`src/rtl/button_pulse_bank_pkg.sv`:
```
// Shared definitions for the push-button pulse bank: FSM encoding and counter sizing.
package btn_pkg;

  typedef enum logic [1:0] {
    IDLE    = 2'b00,
    PRESSED = 2'b01,
    HELD    = 2'b10
  } btn_state_e;

  // Bits needed to hold values 0..max_val-1; never narrower than one bit.
  function automatic int cnt_width(input int max_val);
    int w;
    w = $clog2(max_val);
    return (w < 1) ? 1 : w;
  endfunction

endpackage

```
`src/rtl/button_pulse_bank_if.sv`:
```
// Button bank bus: raw button levels in, debounced level and event pulses out.
interface button_pulse_bank_if #(
  parameter int N_CH = 4
);
  import btn_pkg::*;

  logic [N_CH-1:0] btn_in;
  logic [N_CH-1:0] level;
  logic [N_CH-1:0] press;
  logic [N_CH-1:0] release_pulse;
  logic [N_CH-1:0] repeat_pulse;

  // Board side: drives the raw buttons, consumes the events.
  modport master (
    output btn_in,
    input  level, press, release_pulse, repeat_pulse
  );

  // Pulse bank side.
  modport slave (
    input  btn_in,
    output level, press, release_pulse, repeat_pulse
  );
endinterface

```
`src/rtl/button_pulse_bank_channel.sv`:
```
// One button channel: 2-flop synchroniser, debouncer and press/hold/release FSM.
module button_channel
  import btn_pkg::*;
#(
  parameter int DEBOUNCE_CYCLES = 16,
  parameter int HOLD_CYCLES     = 50000000,
  parameter int REPEAT_CYCLES   = 10000000,
  parameter bit REPEAT_EN       = 1'b0
) (
  input  logic clk,
  input  logic rst,
  input  logic btn_in,
  output logic level,
  output logic press,
  output logic release_pulse,
  output logic repeat_pulse
);

  localparam int DW   = $clog2(DEBOUNCE_CYCLES + 1);
  localparam int HMAX = (HOLD_CYCLES > REPEAT_CYCLES) ? HOLD_CYCLES : REPEAT_CYCLES;
  localparam int HW   = cnt_width(HMAX);

  localparam logic [DW-1:0] D_LAST    = DW'(DEBOUNCE_CYCLES - 1);
  localparam logic [HW-1:0] HOLD_LAST = HW'(HOLD_CYCLES - 1);
  localparam logic [HW-1:0] REP_LAST  = HW'(REPEAT_CYCLES - 1);
  localparam logic [HW-1:0] H_SAT     = '1;

  logic [1:0]    sync_q, sync_d;
  logic [DW-1:0] dcnt_q, dcnt_d;
  logic          level_q, level_d;
  btn_state_e    state_q, state_d;
  logic [HW-1:0] hcnt_q, hcnt_d;
  logic          press_q, press_d;
  logic          release_q, release_d;
  logic          repeat_q, repeat_d;

  logic          accept;
  logic          rise;
  logic          fall;
  logic [HW-1:0] hcnt_inc;

  // Synchroniser shift and debounce: a level change is accepted after
  // DEBOUNCE_CYCLES consecutive disagreeing synchronised samples.
  always_comb begin
    sync_d  = {sync_q[0], btn_in};
    dcnt_d  = '0;
    level_d = level_q;
    accept  = 1'b0;
    if (sync_q[1] != level_q) begin
      if (dcnt_q == D_LAST) begin
        level_d = ~level_q;
        accept  = 1'b1;
      end else begin
        dcnt_d = dcnt_q + 1'b1;
      end
    end
  end

  assign rise     = accept & ~level_q;
  assign fall     = accept &  level_q;
  assign hcnt_inc = (hcnt_q == H_SAT) ? hcnt_q : hcnt_q + 1'b1;

  // Event FSM: press on accepted rise, release on accepted fall (which wins
  // over a coincident repeat), repeat pulses while held when enabled.
  always_comb begin
    state_d   = state_q;
    hcnt_d    = hcnt_q;
    press_d   = 1'b0;
    release_d = 1'b0;
    repeat_d  = 1'b0;
    case (state_q)
      IDLE: begin
        hcnt_d = '0;
        if (rise) begin
          press_d = 1'b1;
          state_d = PRESSED;
        end
      end
      PRESSED: begin
        if (fall) begin
          release_d = 1'b1;
          state_d   = IDLE;
          hcnt_d    = '0;
        end else if (REPEAT_EN && (hcnt_q == HOLD_LAST)) begin
          repeat_d = 1'b1;
          state_d  = HELD;
          hcnt_d   = '0;
        end else begin
          hcnt_d = hcnt_inc;
        end
      end
      HELD: begin
        if (fall) begin
          release_d = 1'b1;
          state_d   = IDLE;
          hcnt_d    = '0;
        end else if (hcnt_q == REP_LAST) begin
          repeat_d = 1'b1;
          hcnt_d   = '0;
        end else begin
          hcnt_d = hcnt_inc;
        end
      end
      default: begin
        state_d = IDLE;
        hcnt_d  = '0;
      end
    endcase
  end

  // State registers with synchronous reset.
  always_ff @(posedge clk) begin
    if (rst) begin
      sync_q    <= '0;
      dcnt_q    <= '0;
      level_q   <= 1'b0;
      state_q   <= IDLE;
      hcnt_q    <= '0;
      press_q   <= 1'b0;
      release_q <= 1'b0;
      repeat_q  <= 1'b0;
    end else begin
      sync_q    <= sync_d;
      dcnt_q    <= dcnt_d;
      level_q   <= level_d;
      state_q   <= state_d;
      hcnt_q    <= hcnt_d;
      press_q   <= press_d;
      release_q <= release_d;
      repeat_q  <= repeat_d;
    end
  end

  assign level         = level_q;
  assign press         = press_q;
  assign release_pulse = release_q;
  assign repeat_pulse  = repeat_q;

endmodule

```
`src/rtl/button_pulse_bank.sv`:
```
// Bank of N_CH independent debounced push-button channels.
module button_pulse_bank
  import btn_pkg::*;
#(
  parameter int N_CH            = 4,
  parameter int DEBOUNCE_CYCLES = 16,
  parameter int HOLD_CYCLES     = 50000000,
  parameter int REPEAT_CYCLES   = 10000000,
  parameter bit REPEAT_EN       = 1'b0
) (
  input logic               clk,
  input logic               rst,
  button_pulse_bank_if.slave bus
);

  logic [N_CH-1:0] level_w;
  logic [N_CH-1:0] press_w;
  logic [N_CH-1:0] release_w;
  logic [N_CH-1:0] repeat_w;

  // One fully independent channel per button.
  for (genvar gi = 0; gi < N_CH; gi++) begin : g_ch
    button_channel #(
      .DEBOUNCE_CYCLES(DEBOUNCE_CYCLES),
      .HOLD_CYCLES    (HOLD_CYCLES),
      .REPEAT_CYCLES  (REPEAT_CYCLES),
      .REPEAT_EN      (REPEAT_EN)
    ) u_ch (
      .clk          (clk),
      .rst          (rst),
      .btn_in       (bus.btn_in[gi]),
      .level        (level_w[gi]),
      .press        (press_w[gi]),
      .release_pulse(release_w[gi]),
      .repeat_pulse (repeat_w[gi])
    );
  end

  assign bus.level         = level_w;
  assign bus.press         = press_w;
  assign bus.release_pulse = release_w;
  assign bus.repeat_pulse  = repeat_w;

endmodule
```
`src/flat_wrapper.sv`:
```
// flat-port wrapper written by rule: the top's interface ports become plain ports
module button_pulse_bank_flat import btn_pkg::*;
#(
  parameter int N_CH            = 4,
  parameter int DEBOUNCE_CYCLES = 16,
  parameter int HOLD_CYCLES     = 50000000,
  parameter int REPEAT_CYCLES   = 10000000,
  parameter bit REPEAT_EN       = 1'b0
)
  (clk, rst, bus_btn_in, bus_level, bus_press, bus_release_pulse, bus_repeat_pulse);
  button_pulse_bank_if #(.N_CH(N_CH)) bus_i ();
  input logic clk;
  input logic rst;
  input wire logic [$bits(bus_i.btn_in)-1:0] bus_btn_in;
  output wire logic [$bits(bus_i.level)-1:0] bus_level;
  output wire logic [$bits(bus_i.press)-1:0] bus_press;
  output wire logic [$bits(bus_i.release_pulse)-1:0] bus_release_pulse;
  output wire logic [$bits(bus_i.repeat_pulse)-1:0] bus_repeat_pulse;
  assign bus_i.btn_in = bus_btn_in;
  assign bus_level = bus_i.level;
  assign bus_press = bus_i.press;
  assign bus_release_pulse = bus_i.release_pulse;
  assign bus_repeat_pulse = bus_i.repeat_pulse;
  button_pulse_bank #(.N_CH(N_CH), .DEBOUNCE_CYCLES(DEBOUNCE_CYCLES), .HOLD_CYCLES(HOLD_CYCLES), .REPEAT_CYCLES(REPEAT_CYCLES), .REPEAT_EN(REPEAT_EN)) u_core (.clk(clk), .rst(rst), .bus(bus_i));
endmodule
```
`config.mk`:
```
export PLATFORM = sky130hd
export DESIGN_NAME = button_pulse_bank_flat
export DESIGN_NICKNAME = d
export VERILOG_FILES = /design/src/rtl/button_pulse_bank_pkg.sv /design/src/rtl/button_pulse_bank_if.sv /design/src/rtl/button_pulse_bank_channel.sv /design/src/rtl/button_pulse_bank.sv /design/src/flat_wrapper.sv
export SDC_FILE = /design/constraint.sdc
export NUM_CORES = 1
export LEC_CHECK = 0
export BUFFER_PORTS_ARGS = -buffer_cell sky130_fd_sc_hd__buf_2
export CAP_MARGIN = 40
export CELL_PAD_IN_SITES_DETAIL_PLACEMENT = 1
export CELL_PAD_IN_SITES_GLOBAL_PLACEMENT = 1
export CORE_MARGIN = 4
export CORE_UTILIZATION = 43
export CTS_CLUSTER_SIZE = 25
export DETAILED_ROUTE_END_ITERATION = 8
export GPL_TIMING_DRIVEN = 0
export PLACE_DENSITY = 0.87
export SYNTH_ARGS = -nofsm -noshare
export SYNTH_HDL_FRONTEND = slang
export SYNTH_SLANG_ARGS = --single-unit
```
`constraint.sdc`:
```
create_clock -name clk -period 1.7 [get_ports clk]
set_input_delay 0.17 -clock clk [delete_from_list [all_inputs] [get_ports clk]]
set_output_delay 0.17 -clock clk [all_outputs]
set_load 0.02 [all_outputs]
```
=== Yosys cells after proc, flatten, opt, wreduce, memory -nomap -nowiden ===
Index checks and enable logic that the tools add are counted.

* $add $sub $neg: 8
* Eq/ne operators: 32
* Multiplexer cells: 52
* Bitwise gates (word level): 28
* Reductions and logical operators: 32

{| class="wikitable"
|+ Operators with widths
! operator !! number
|-
| $mux 26 || 16
|-
| $pmux 26 s2 || 4
|-
| $add 26x1->26 const B || 4
|-
| $eq 26x24->1 const B || 4
|-
| $eq 26x26->1 const B || 4
|-
| $reduce_or 2->1 || 12
|-
| $reduce_or 3->1 || 8
|-
| $add 5x1->5 const B || 4
|-
| $eq 5x4->1 const B || 4
|-
| $mux 1 || 20
|-
| $not 1->1 || 20
|-
| $mux 2 || 8
|-
| $pmux 2 s2 || 4
|-
| $reduce_and 2->1 || 8
|-
| $and 1x1->1 || 8
|-
| $eq 2x1->1 const B || 4
|-
| $eq 2x2->1 const B || 4
|-
| $logic_not 2->1 || 4
|-
| $ne 2x1->1 const B || 4
|-
| $ne 2x2->1 const B || 4
|-
| $ne 1x1->1 || 4
|}

* Flip-flop bits (word level): 156
* Input port bits: 6
* Output and inout port bits: 16
* Logic and storage cells: 184

=== Longest topological paths before layout ===
Gate-level depths: netlist of run 1.

* Depth in word-level cells: 6
* Depth in mapped cells: 6
* Mapped depth without buffers: 6

=== Cells and area by module ===
From an unflattened synthesis of run 1, not the netlist that was laid out.

* Cell total of the unflattened synthesis: 160
* Area, all modules: 1621.6 sq um

{| class="wikitable"
|+ By module, submodules not included
! module !! times used !! cells each !! area each (sq um)
|-
| button_channel || 4 || 40 || 405.4
|}

=== Least setup slack after synthesis of run 1 ===
Ideal clock, no wire load.

* Kind: register to register
* Start point: reg u_core.g_ch[0].u_ch.dcnt_q[0]
* End point: reg u_core.g_ch[0].u_ch.dcnt_q[2]
* Data arrival time: 1.415 ns
* Setup slack: 0.220 ns
* Cell stages (with the launch flop): 6
* Buffers on the path: 0
* Clock period less this slack: 1.480 ns
* Cells stage by stage: dfxtp_1 > ha_1 > and3_1 > ha_1 > or3_4 > nor2_1

* Cells in the longest elaborated chain, start to end: 2
* Elaborated cells on any way between the ends: 3
* Those cells by class: add/sub: 1; eq/ne: 1; reduce/logical: 1

{| class="wikitable"
|+ Ends and longest elaborated chain
! element !! line !! text
|-
| from (decl) || button_pulse_bank_channel.sv:29 || <nowiki>logic [DW-1:0] dcnt_q, dcnt_d;</nowiki>
|-
| from (signal assigned) || button_pulse_bank_channel.sv:124 || <nowiki>dcnt_q <= dcnt_d;</nowiki>
|-
| parallel branches: the longest is 2 deep, another holds $add 5x1->5 || - ||
|}

Parallel ways; which one is timed is not known.
A chain may end at the register's enable or synchronous reset.

=== Final worst setup path of run 1 ===
* Start point: reg u_core.g_ch[2].u_ch.dcnt_q[0]
* End point: reg u_core.g_ch[2].u_ch.dcnt_q[3]

* Cells in the longest elaborated chain, start to end: 2
* Elaborated cells on any way between the ends: 3
* Those cells by class: add/sub: 1; eq/ne: 1; reduce/logical: 1

{| class="wikitable"
|+ Ends and longest elaborated chain
! element !! line
|-
| from (decl) || button_pulse_bank_channel.sv:29
|-
| from (signal assigned) || button_pulse_bank_channel.sv:124
|-
| parallel branches: the longest is 2 deep, another holds $add 5x1->5 || -
|}

Parallel ways; which one is timed is not known.

==> results.yml, run 1 <==
finish:
  area_growth_pct: 15.0
  fillers: 423
  final_cells: 247
  layout-drive-gt1-share_pct: 23.6
  diodes: 0
  nNetsFinal: 212
cts:
  root_buffer: "clkbuf_8"
  cts_buffers: 5
  path_clk_slew_ps: 80
  h-tree-depth: 2
  clkLatencyLatePin_ps: 290
  cts.sinks: 44
  cts_tree: "yes"
  clockBufferDepth: 2
pwr:
  peakVddDrop_mv: 0.503
  leakage_nw: 0.819
  p_total_w: 0.00180
  power.density_mw_per_mm2: 926
placement:
  portBuffers: 17
  hpwl_um: 2210
  gp_congestion: 0.783
  place_ws_ps: 98.4
  placed_cells_incl_taps: 239
worst_setup_path:
  timing.setup.critical_path_class: "flip-flop to flip-flop"
  end_kind: "flip-flop"
  worstPathArrival_ps: 1830
  cp.required_ps: 1930
  critPathMaxFanout: 5
  startpoint_type: "flip-flop"
detailed_routing:
  num_vias: 1174
  post-route-drc-count: 0
  postRouteAntennaNets: 0
  drtIter0Drc: 37
  avgRoutedWirePerCell_um: 12.0
  routed_wl_um: 2960
  viasPerCell: 4.75
  dr.pass1.iters: 2
synth:
  yosysTopAreaCellShare_pct: 52.1
  syn_inst: 171
  ys_types: 22
  syn_area_per_cell_um2: 9.88
  ys_seq_area_share_pct: 52.1
  syn_area_mm2: 0.00169
  yosysTopAreaCell: "dfxtp_1"
  synth_warnings: 0
  synth.area.top_cells: "dfxtp_1, buf_4, ha_1"
  ys_ff_latch: 44
sta:
  clock.fmax_mhz: 626
  rsz0062_at_grt: "false"
  fin_setup_tns_ps: 0
  min_period_over_period_pct: 94.0
  min_period_ps: 1600
  finalWorstSetupSlack_ps: 102
  finClkSkew_ps: 5.56
  hold_viol: 0
  fin_worst_hold_slack_ps: 85.4
  finalMaxSlewViolations: 0
  setup-violations-final: 0
global_route:
  grt_pass1_wl_um: 5180
  antenna_found_initial: 0
  grt_pass1_vias: 1219
  grt_max_degree: 14
  track_usage_pct: 13.2
  grt_overflow: 0
floorplan:
  pin_count: 22
  start_util_pct: 45.5
  core_mm2: 0.00372
  dieArea_mm2: 0.00499
  die_h_um: 70.7
  rows: 22
  die_w_um: 70.7
worst_hold_path:
  holdCritPathClass: "input port to flip-flop"
run_status:
  status: "completed"
job:
  cap_violations: 0
## metal layers
metal | vias up | global-route usage (%) | wire length, um
met1 | 562 | 13.4 | 1190
met3 | 5 | 6.25 | 161
met5 | - | 0 | 0
li1 | 587 | - | -
met2 | 20 | 23.1 | 1560
met4 | 0 | 5.85 | 51
## where the power goes
group / total [W] / internal, W / switching (W)
registers: 0.00107 / 0.00105 / 0.0000174
clock network: 0.000659 / 0.000324 / 0.000335
logic: 0.0000735 / 0.0000354 / 0.0000381
## final cells by class
class / instances / area, um^2 / area share [%]
Buffer: 18 / 128 / 6.57
Multi-Input combinational cell: 104 / 667 / 34.3
Sequential cell: 44 / 881 / 45.3
Timing Repair Buffer: 17 / 85.1 / 4.38
Clock buffer: 6 / 82.6 / 4.25
Clock inverter: 2 / 10.0 / 0.515
Inverter: 8 / 30.0 / 1.55
Tap cell: 48 / 60.1 / 3.09
## registers in the layout, indices dropped and copies added, names as in the netlist
signal and count:
u_core.g_ch.u_ch.dcnt_q 20, u_core.g_ch.u_ch.sync_q 8, u_core.g_ch.u_ch.level 4, u_core.g_ch.u_ch.press 4, u_core.g_ch.u_ch.release_pulse 4, u_core.g_ch.u_ch.state_q 4
## cells by family (layout without fill, tap and decap cells)
logic type	after synthesis	after routing	synth area share, %
muxes	1	1	0.593
and+or+nand+nor	68	68	21.4
adders and majority gates	8	8	5.93
other	1	4	0.222
buffers and inverters	26	51	9.33
xor gates and xnor gates	12	12	6.22
AOI/OAI and AO/OA	11	11	4.15
DFF	44	44	52.1
## cell usage after synthesis, drive strengths merged
cell type / number
xor2: 4
conb: 1
and3: 4
nor2: 25
clkbuf: 2
or2b: 3
nand2b: 5
ha: 8
nor2b: 8
inv: 8
dfxtp: 44
nand3: 4
nand2: 7
buf: 16
mux2i: 1
nor3: 4
a21oi: 7
a2bb2oi: 4
nor4: 3
or3: 4
xnor2: 8
nor4b: 1
## worst paths after layout
check / end / slack, ps / cells after the start / from
min: u_core.g_ch[0].u_ch.sync_q[0]$_SDFF_PP0_ / 90 / 2 / bus_btn_in[0]
min reg2reg: u_core.g_ch[0].u_ch.sync_q[1]$_SDFF_PP0_ / 440 / 1 / u_core.g_ch[0].u_ch.sync_q[0]$_SDFF_PP0_
max reg2reg: u_core.g_ch[2].u_ch.dcnt_q[3]$_SDFF_PP0_ / 100 / 5 / u_core.g_ch[2].u_ch.dcnt_q[0]$_SDFF_PP0_
max: u_core.g_ch[2].u_ch.dcnt_q[3]$_SDFF_PP0_ / 100 / 5 / u_core.g_ch[2].u_ch.dcnt_q[0]$_SDFF_PP0_
## layout by cell type, fill, tap and decap left out, types with 2 or more instances in the layout
cell type,synthesis,final
a21oi_1,7,7
a2bb2oi_1,4,4
and3_1,4,4
buf_2,0,17
buf_4,16,16
clkbuf_1,2,2
clkbuf_8,0,6
clkinv_2,0,2
conb_1,1,4
dfxtp_1,44,44
ha_1,8,6
ha_2,0,2
inv_1,8,8
nand2_1,7,7
nand2b_1,5,5
nand3_1,4,4
nor2_1,25,25
nor2b_1,8,8
nor3_1,4,4
nor4_1,3,3
or2b_1,3,3
or3_4,4,4
xnor2_1,8,8
xor2_1,4,4
## worst max-delay path: stages (launching register included)
cell,delay [ps]
dfxtp_1,330
ha_1,220
and3_1,190
ha_1,260
or3_4,420
nor2_1,120
## stage by stage
step / cell area (um^2) / utilization, %
6_report: 1940 / 52.3
5_1_grt: 1940 / 52.3
4_1_cts: 1940 / 52.2
3_5_place_dp: 1850 / 49.7
3_3_place_gp: 1850 / 49.7
2_1_floorplan: 1700 / -
## what timing repair did
item | 4_1_cts | 5_1_grt
setup endpoints to repair | 0 | 3
hold buffers | 0 | 0
buffers inserted | 0 | 0
gates resized for setup | 0 | 2
endpoints found under the hold margin | 0 | 0
No activity file was read; power rests on OpenSTA's default activity.
==> run 2, diff against run 1 <==
--- a/config.mk
+++ b/config.mk
@@ -17,4 +17,5 @@
 export PLACE_DENSITY = 0.87
 export SYNTH_ARGS = -nofsm -noshare
 export SYNTH_HDL_FRONTEND = slang
+export SYNTH_HIERARCHICAL = 1
 export SYNTH_SLANG_ARGS = --single-unit
==> run 2 against run 1 <==
Non-clock buffer count down 14; register-to-register slack worse by 30 ps; wire length down 0.84%; critical path depth unchanged; sequential power about the same; die area down 3.5%; fmax fell by 1.6%; worst setup slack lost 27 ps; sequential share of layout area up 1.9 points; final cell count is 6.1% lower; worst hold slack better by 5.1 ps; total power up 1.2%.
==> results.yml, run 2 <==
placement:
  gp_congestion: 0.699
  portBuffers: 17
  hpwl_um: 2170
  place_ws_ps: 83.6
  place_area_mm2: 0.00177
sta:
  finClkSkew_ps: 5.48
  fin_setup_tns_ps: 0
  clock.fmax_mhz: 616
  fin_worst_hold_slack_ps: 90.5
  finalWorstSetupSlack_ps: 75.6
  min_period_ps: 1620
  setup-violations-final: 0
  min_period_over_period_pct: 95.6
  hold_viol: 0
  finalMaxSlewViolations: 0
  rsz0062_at_grt: "false"
finish:
  final_common_cell: "dfxtp_1"
  diodes: 0
  nNetsFinal: 198
  layout-drive-gt1-share_pct: 17.4
  reg_top3: "u_core/g_ch.u_ch/dcnt_q: 20 flops, u_core/g_ch.u_ch/sync_q: 8 flops"
  finalInstanceArea_mm2: 0.00186
  regMostFlops: "u_core/g_ch.u_ch/dcnt_q"
  area_growth_pct: 14.9
  final_util_pct: 50.9
  largest_reg_flops: 20
  final_cell_mix: "dfxtp_1, nor2_1, buf_2"
cts:
  ctsHoldBuffers: 0
  cts_buffers: 5
  cts.repair.resized: 0
  clockBufferDepth: 2
  root_buffer: "clkbuf_8"
  cts.sinks: 44
  post_cts_buffers: 0
  path_clk_slew_ps: 80
  cts_tree: "yes"
  h-tree-depth: 2
  clkLatencyLatePin_ps: 290
global_route:
  track_usage_pct: 13.6
  grt_overflow: 0
  antenna_found_initial: 0
  grt_max_degree: 25
  grt_pass1_vias: 1239
  grt_pass1_wl_um: 5160
floorplan:
  start_util_pct: 44.3
  die_w_um: 69.4
  core_mm2: 0.00366
  dieArea_mm2: 0.00482
  rows: 22
  pin_count: 22
  die_h_um: 69.4
worst_setup_path:
  r2r_slack_ps: 80
  worstReg2RegEnd: "u_core/g_ch[2].u_ch/dcnt_q[3]$_SDFF_PP0_"
  worstPathArrival_ps: 1850
  critPathCapture: "u_core/g_ch[2].u_ch/dcnt_q[3]$_SDFF_PP0_"
  reg2reg_depth: 5
  cp.required_ps: 1920
  crit_chain: "ha_1 > and3_1 > ha_1 > or3_4 > nor2_1"
  slowest_stage: "or3_4"
  critPathMaxFanout: 5
  r2r_start: "u_core/g_ch[2].u_ch/dcnt_q[0]$_SDFF_PP0_"
  critPathLaunch: "u_core/g_ch[2].u_ch/dcnt_q[0]$_SDFF_PP0_"
  critPathMaxStageDelay_ps: 420
  timing.setup.critical_path_class: "flip-flop to flip-flop"
  crit_top_cell: "ha_1"
  startpoint_type: "flip-flop"
  end_kind: "flip-flop"
synth:
  yosys-top-cells-count: "dfxtp_1, nor2_1"
  ys_seq_area_share_pct: 54.3
  yosysTopAreaCellShare_pct: 54.3
  synth_enable_flop_cells: 0
  yosysTopAreaCell: "dfxtp_1"
  yosys_most_used_dff: "dfxtp_1"
  syn_area_per_cell_um2: 10.1
  syn_area_mm2: 0.00162
  syn_inst: 160
  yosys.cell_count.top_type: "dfxtp_1"
  synth.area.top_cells: "dfxtp_1, nor2_1, ha_1"
  synth_warnings: 6
  ys_types: 19
  ys_ff_latch: 44
  async_flop_share_pct: 0
  syn_nets: 174
run_status:
  status: "completed"
pwr:
  peakVddDrop_mv: 0.538
  power.density_mw_per_mm2: 978
  leakage_nw: 0.752
detailed_routing:
  num_vias: 1128
  dr.pass1.iters: 4
  avgRoutedWirePerCell_um: 12.7
  viasPerCell: 4.86
  routed_wl_um: 2940
  drtIter0Drc: 47
  postRouteAntennaNets: 0
  post-route-drc-count: 0
job:
  cap_violations: 0
worst_hold_path:
  holdCritPathClass: "input port to flip-flop"
[run 2: changes by cell type in the layout (fill, tap and decap cells not counted), moves of 3 or more]
cell	change
nor4b_1	+3
nor4_1	-3
nor2_1	+3
mux2i_1	+3
or2b_1	-3
a21oi_1	-3
buf_4	-12
nand2_1	-3
nand2b_1	+3
[run 2: metrics by stage]
step	instances	total power, W
after floorplan	160	0.00114
after CTS	232	0.00184
after global placement	225	0.00116
after detailed placement	225	0.00117
final	232	0.00182
after global routing	232	0.00191
[run 2: critical path: cells and delay by family, from the launching register on]
family                     cells  cell delay [ps]
adders and majority gates      2              470
DFF                            1              340
and+or+nand+nor                3              740
[run 2: how the worst min path moves through the flow]
stage | startpoint | end | slack (ps) | cells past startpoint
2_1_floorplan | rst | u_core/g_ch[0].u_ch/sync_q[0]$_SDFF_PP0_ | 240 | 1
3_3_place_gp | bus_btn_in[3] | u_core/g_ch[3].u_ch/sync_q[0]$_SDFF_PP0_ | 380 | 2
3_5_place_dp | bus_btn_in[2] | u_core/g_ch[2].u_ch/sync_q[0]$_SDFF_PP0_ | 390 | 2
4_1_cts | bus_btn_in[2] | u_core/g_ch[2].u_ch/sync_q[0]$_SDFF_PP0_ | 80 | 2
5_1_grt | bus_btn_in[0] | u_core/g_ch[0].u_ch/sync_q[0]$_SDFF_PP0_ | 110 | 2
6_report | bus_btn_in[1] | u_core/g_ch[1].u_ch/sync_q[0]$_SDFF_PP0_ | 90 | 2
[run 2: cell type report]
type | count | area [um^2]
buffer | 4 | 30.0
clock buffer | 7 | 96.3
fill | 421 | 1800
inverter | 8 | 30.0
multi-input combinational | 104 | 681
sequential | 44 | 881
tap | 48 | 60.1
timing repair buffer | 17 | 85.1
[run 2: cells by family (layout without fill, tap and decap cells)]
group / after synthesis / after routing / synth area share (%)
AOI/OAI and AO/OA: 8 / 8 / 3.39
xor gates and xnor gates: 12 / 12 / 6.48
adders and majority gates: 8 / 8 / 6.17
buffers and inverters: 12 / 36 / 3.70
DFF: 44 / 44 / 54.3
muxes: 4 / 4 / 2.47
other: 4 / 4 / 0.926
and+or+nand+nor: 68 / 68 / 22.5
[run 2: layer usage]
layer | up-vias | wire length [um] | track usage [%]
met4 | 0 | 65 | 8.24
met5 | - | 0 | 0
met2 | 19 | 1550 | 24.5
li1 | 559 | - | -
met3 | 7 | 130 | 4.35
met1 | 543 | 1190 | 13.3
[run 2: report_power, final]
| part | leakage (nW) | internal (W) | switching, W |
|---|---|---|---|
| logic | 0.345 | 0.0000365 | 0.0000355 |
| registers | 0.357 | 0.00105 | 0.0000190 |
| clock network | 0.0503 | 0.000362 | 0.000319 |
| total | 0.752 | 0.00145 | 0.000374 |
==> run 3, diff against run 2 <==
--- a/config.mk
+++ b/config.mk
@@ -5,12 +5,13 @@
 export SDC_FILE = /design/constraint.sdc
 export NUM_CORES = 1
 export LEC_CHECK = 0
+export ABC_AREA = 1
 export BUFFER_PORTS_ARGS = -buffer_cell sky130_fd_sc_hd__buf_2
 export CAP_MARGIN = 40
 export CELL_PAD_IN_SITES_DETAIL_PLACEMENT = 1
 export CELL_PAD_IN_SITES_GLOBAL_PLACEMENT = 1
 export CORE_MARGIN = 4
-export CORE_UTILIZATION = 43
+export CORE_UTILIZATION = 41
 export CTS_CLUSTER_SIZE = 25
 export DETAILED_ROUTE_END_ITERATION = 8
 export GPL_TIMING_DRIVEN = 0
==> run 3 against run 2 <==
Synthesized cell count rose by 33%; worst setup slack better by 190 ps; critical path depth grew 2; wire length grew 3.6%; sequential cell count unchanged; sequential power about the same; critical endpoint is now u_core/g_ch[3].u_ch/dcnt_q[4]$_SDFF_PP0_; largest power group unchanged.
==> results.yml, run 3 <==
synth:
  yosys_most_used_dff: "dfxtp_1"
  synth_warnings: 6
  yosys-top-cells-count: "dfxtp_1, nor2_1, nand2_1"
  yosysTopAreaCellShare_pct: 51.5
  syn_area_mm2: 0.00171
  syn_area_per_cell_um2: 8.02
  synth_enable_flop_cells: 0
  synth.area.top_cells: "dfxtp_1, nor2_1, nand2_1"
  yosysTopAreaCell: "dfxtp_1"
  ys_seq_area_share_pct: 51.5
  async_flop_share_pct: 0
  syn_nets: 227
  ys_types: 15
  syn_inst: 213
  ys_ff_latch: 44
  yosys.cell_count.top_type: "dfxtp_1"
floorplan:
  die_h_um: 72.6
  start_util_pct: 42.4
  pin_count: 22
  dieArea_mm2: 0.00527
  die_w_um: 72.6
  rows: 23
  core_mm2: 0.00403
worst_hold_path:
  hold_path_depth: 3
  holdCritPathClass: "input port to flip-flop"
  min_from: "bus_btn_in[0]"
  min_to: "u_core/g_ch[0].u_ch/sync_q[0]$_SDFF_PP0_"
worst_setup_path:
  timing.setup.critical_path_class: "flip-flop to flip-flop"
  r2r_slack_ps: 270
  worstReg2RegEnd: "u_core/g_ch[3].u_ch/dcnt_q[4]$_SDFF_PP0_"
  worstPathArrival_ps: 1620
  startpoint_type: "flip-flop"
  crit_chain: "ha_1 > inv_1 > nor3_1 > ha_1 > nor2_2 > nand3_2 > nor2_1"
  path_buf_inv: 1
  critPathMaxFanout: 5
  crit_top_cell: "ha_1"
  cp.required_ps: 1890
  crit_family: "simple AND/OR/NAND/NOR gates"
  critPathMaxStageDelay_ps: 370
  slowest_stage: "dfxtp_1"
  r2r_start: "u_core/g_ch[3].u_ch/dcnt_q[0]$_SDFF_PP0_"
  reg2reg_depth: 7
  end_kind: "flip-flop"
finish:
  final_cell_mix: "dfxtp_1, nor2_1, nand2_1"
  nNetsFinal: 251
  area_growth_pct: 14.9
  final_util_pct: 48.8
  final_common_cell: "dfxtp_1"
  regArea_um2: 881
  multi_input_area_um2: 656
  fillers: 519
  reg_top3: "u_core/g_ch.u_ch/dcnt_q: 20 flops, u_core/g_ch.u_ch/sync_q: 8 flops"
  layout-drive-gt1-share_pct: 18.9
  diodes: 0
  largest_reg_flops: 20
  regMostFlops: "u_core/g_ch.u_ch/dcnt_q"
global_route:
  met1_usage_pct: 15.4
  grt_max_degree: 21
  grt_overflow: 0
  grt_pass1_vias: 1340
  track_usage_pct: 13.6
  antenna_found_initial: 0
  use_met2_pct: 22.9
  grt_pass1_wl_um: 5540
  top_usage_layer: "met2"
  met3_usage_pct: 4.57
cts:
  ctsHoldBuffers: 0
  cts_tree: "yes"
  post_cts_buffers: 0
  root_buffer: "clkbuf_8"
  h-tree-depth: 2
  clockBufferDepth: 2
  cts.sinks: 44
  cts_buffers: 5
  path_clk_slew_ps: 80
  clkLatencyLatePin_ps: 290
  cts.repair.resized: 0
sta:
  finClkSkew_ps: 8.29
  setup-violations-final: 0
  clock.fmax_mhz: 697
  fin_setup_tns_ps: 0
  rsz0062_at_grt: "false"
  finalMaxSlewViolations: 0
  min_period_over_period_pct: 84.3
  min_period_ps: 1430
  hold_viol: 0
detailed_routing:
  dr.pass1.iters: 3
  viasPerCell: 4.60
  drtIter0Drc: 42
  routed_wl_um: 3050
  num_vias: 1325
  avgRoutedWirePerCell_um: 10.6
  postRouteAntennaNets: 0
  post-route-drc-count: 0
placement:
  hpwl_um: 2270
  gp_congestion: 0.773
  portBuffers: 17
run_status:
  status: "completed"
pwr:
  leakage_nw: 0.874
  peakVddDrop_mv: 0.416
  power.density_mw_per_mm2: 957
job:
  cap_violations: 0
==> run 3: cell types whose count changed after synthesis, sizes merged, moves of 5 or more <==
cell    change
inv        +30
nand2      +32
nand2b      -8
nand3      +16
nand4       +8
nor2       +17
nor2b       -8
xnor2       -5
==> run 3: routing by layer <==
layer  up-vias  wire [um]
met5         -          0
met3         5        136
met2        20       1460
li1        689          -
met1       611       1390
met4         0         61
==> run 3: kinds of logic (layout without fill, tap and decap cells) <==
| group | count (synthesis) | count (layout) | share of synthesized area [%] |
|---|---|---|---|
| AO/OA/AOI/OAI | 2 | 2 | 1.03 |
| other | 4 | 4 | 0.878 |
| AND/OR/NAND/NOR | 110 | 110 | 29.1 |
| flip-flops | 44 | 44 | 51.5 |
| buffers and inverters | 42 | 67 | 10.1 |
| adder cells (fa/ha/maj) | 8 | 8 | 5.86 |
| XOR/XNOR | 3 | 3 | 1.54 |
==> run 3: layout make-up <==
cell class / count / area share, %
plain buffers: 4 / 1.53
clock buffers: 6 / 3.69
repair buffers: 17 / 4.33
multi-input cells: 127 / 33.4
flip-flops and latches: 44 / 44.8
inverters: 38 / 7.26
well taps: 50 / 3.18
clock inverters: 2 / 1.78
==> run 3: how the worst max path moves through the flow <==
stage	startpoint	end	slack, ps	cells past startpoint
after global placement	u_core/g_ch[3].u_ch/dcnt_q[0]$_SDFF_PP0_	u_core/g_ch[3].u_ch/dcnt_q[0]$_SDFF_PP0_	290	7
after floorplan	u_core/g_ch[3].u_ch/dcnt_q[0]$_SDFF_PP0_	u_core/g_ch[3].u_ch/dcnt_q[0]$_SDFF_PP0_	420	7
after detailed placement	u_core/g_ch[3].u_ch/dcnt_q[0]$_SDFF_PP0_	u_core/g_ch[3].u_ch/dcnt_q[4]$_SDFF_PP0_	250	7
final	u_core/g_ch[3].u_ch/dcnt_q[0]$_SDFF_PP0_	u_core/g_ch[3].u_ch/dcnt_q[4]$_SDFF_PP0_	270	7
after global routing	u_core/g_ch[3].u_ch/dcnt_q[0]$_SDFF_PP0_	u_core/g_ch[3].u_ch/dcnt_q[4]$_SDFF_PP0_	100	7
after CTS	u_core/g_ch[3].u_ch/dcnt_q[0]$_SDFF_PP0_	u_core/g_ch[3].u_ch/dcnt_q[4]$_SDFF_PP0_	230	7
==> run 3: worst register-to-register path, stage by stage (launching register included) <==
cell and delay [ps]:
dfxtp_1 370, ha_1 190, inv_1 60, nor3_1 190, ha_1 260, nor2_2 70, nand3_2 150, nor2_1 60
==> run 3: report_power, final <==
group / switching [W] / internal, W / total (W) / leakage [nW]
Sequential: 0.00000763 / 0.00104 / 0.00105 / 0.356
Clock: 0.000335 / 0.000436 / 0.000771 / 0.0552
Combinational: 0.0000397 / 0.0000212 / 0.0000608 / 0.462
==> run 3: through the flow <==
step	setup WS (ps)	cells	total power, W	hold WS [ps]	cell area, um^2
after detailed placement	248	280	0.00113	380	1860
after global routing	100	288	0.00197	74.3	1960
after CTS	234	288	0.00192	67.3	1960
final	266	288	0.00188	82.4	1960
after floorplan	423	213	0.00111	241	1710
after global placement	290	280	0.00113	374	1860
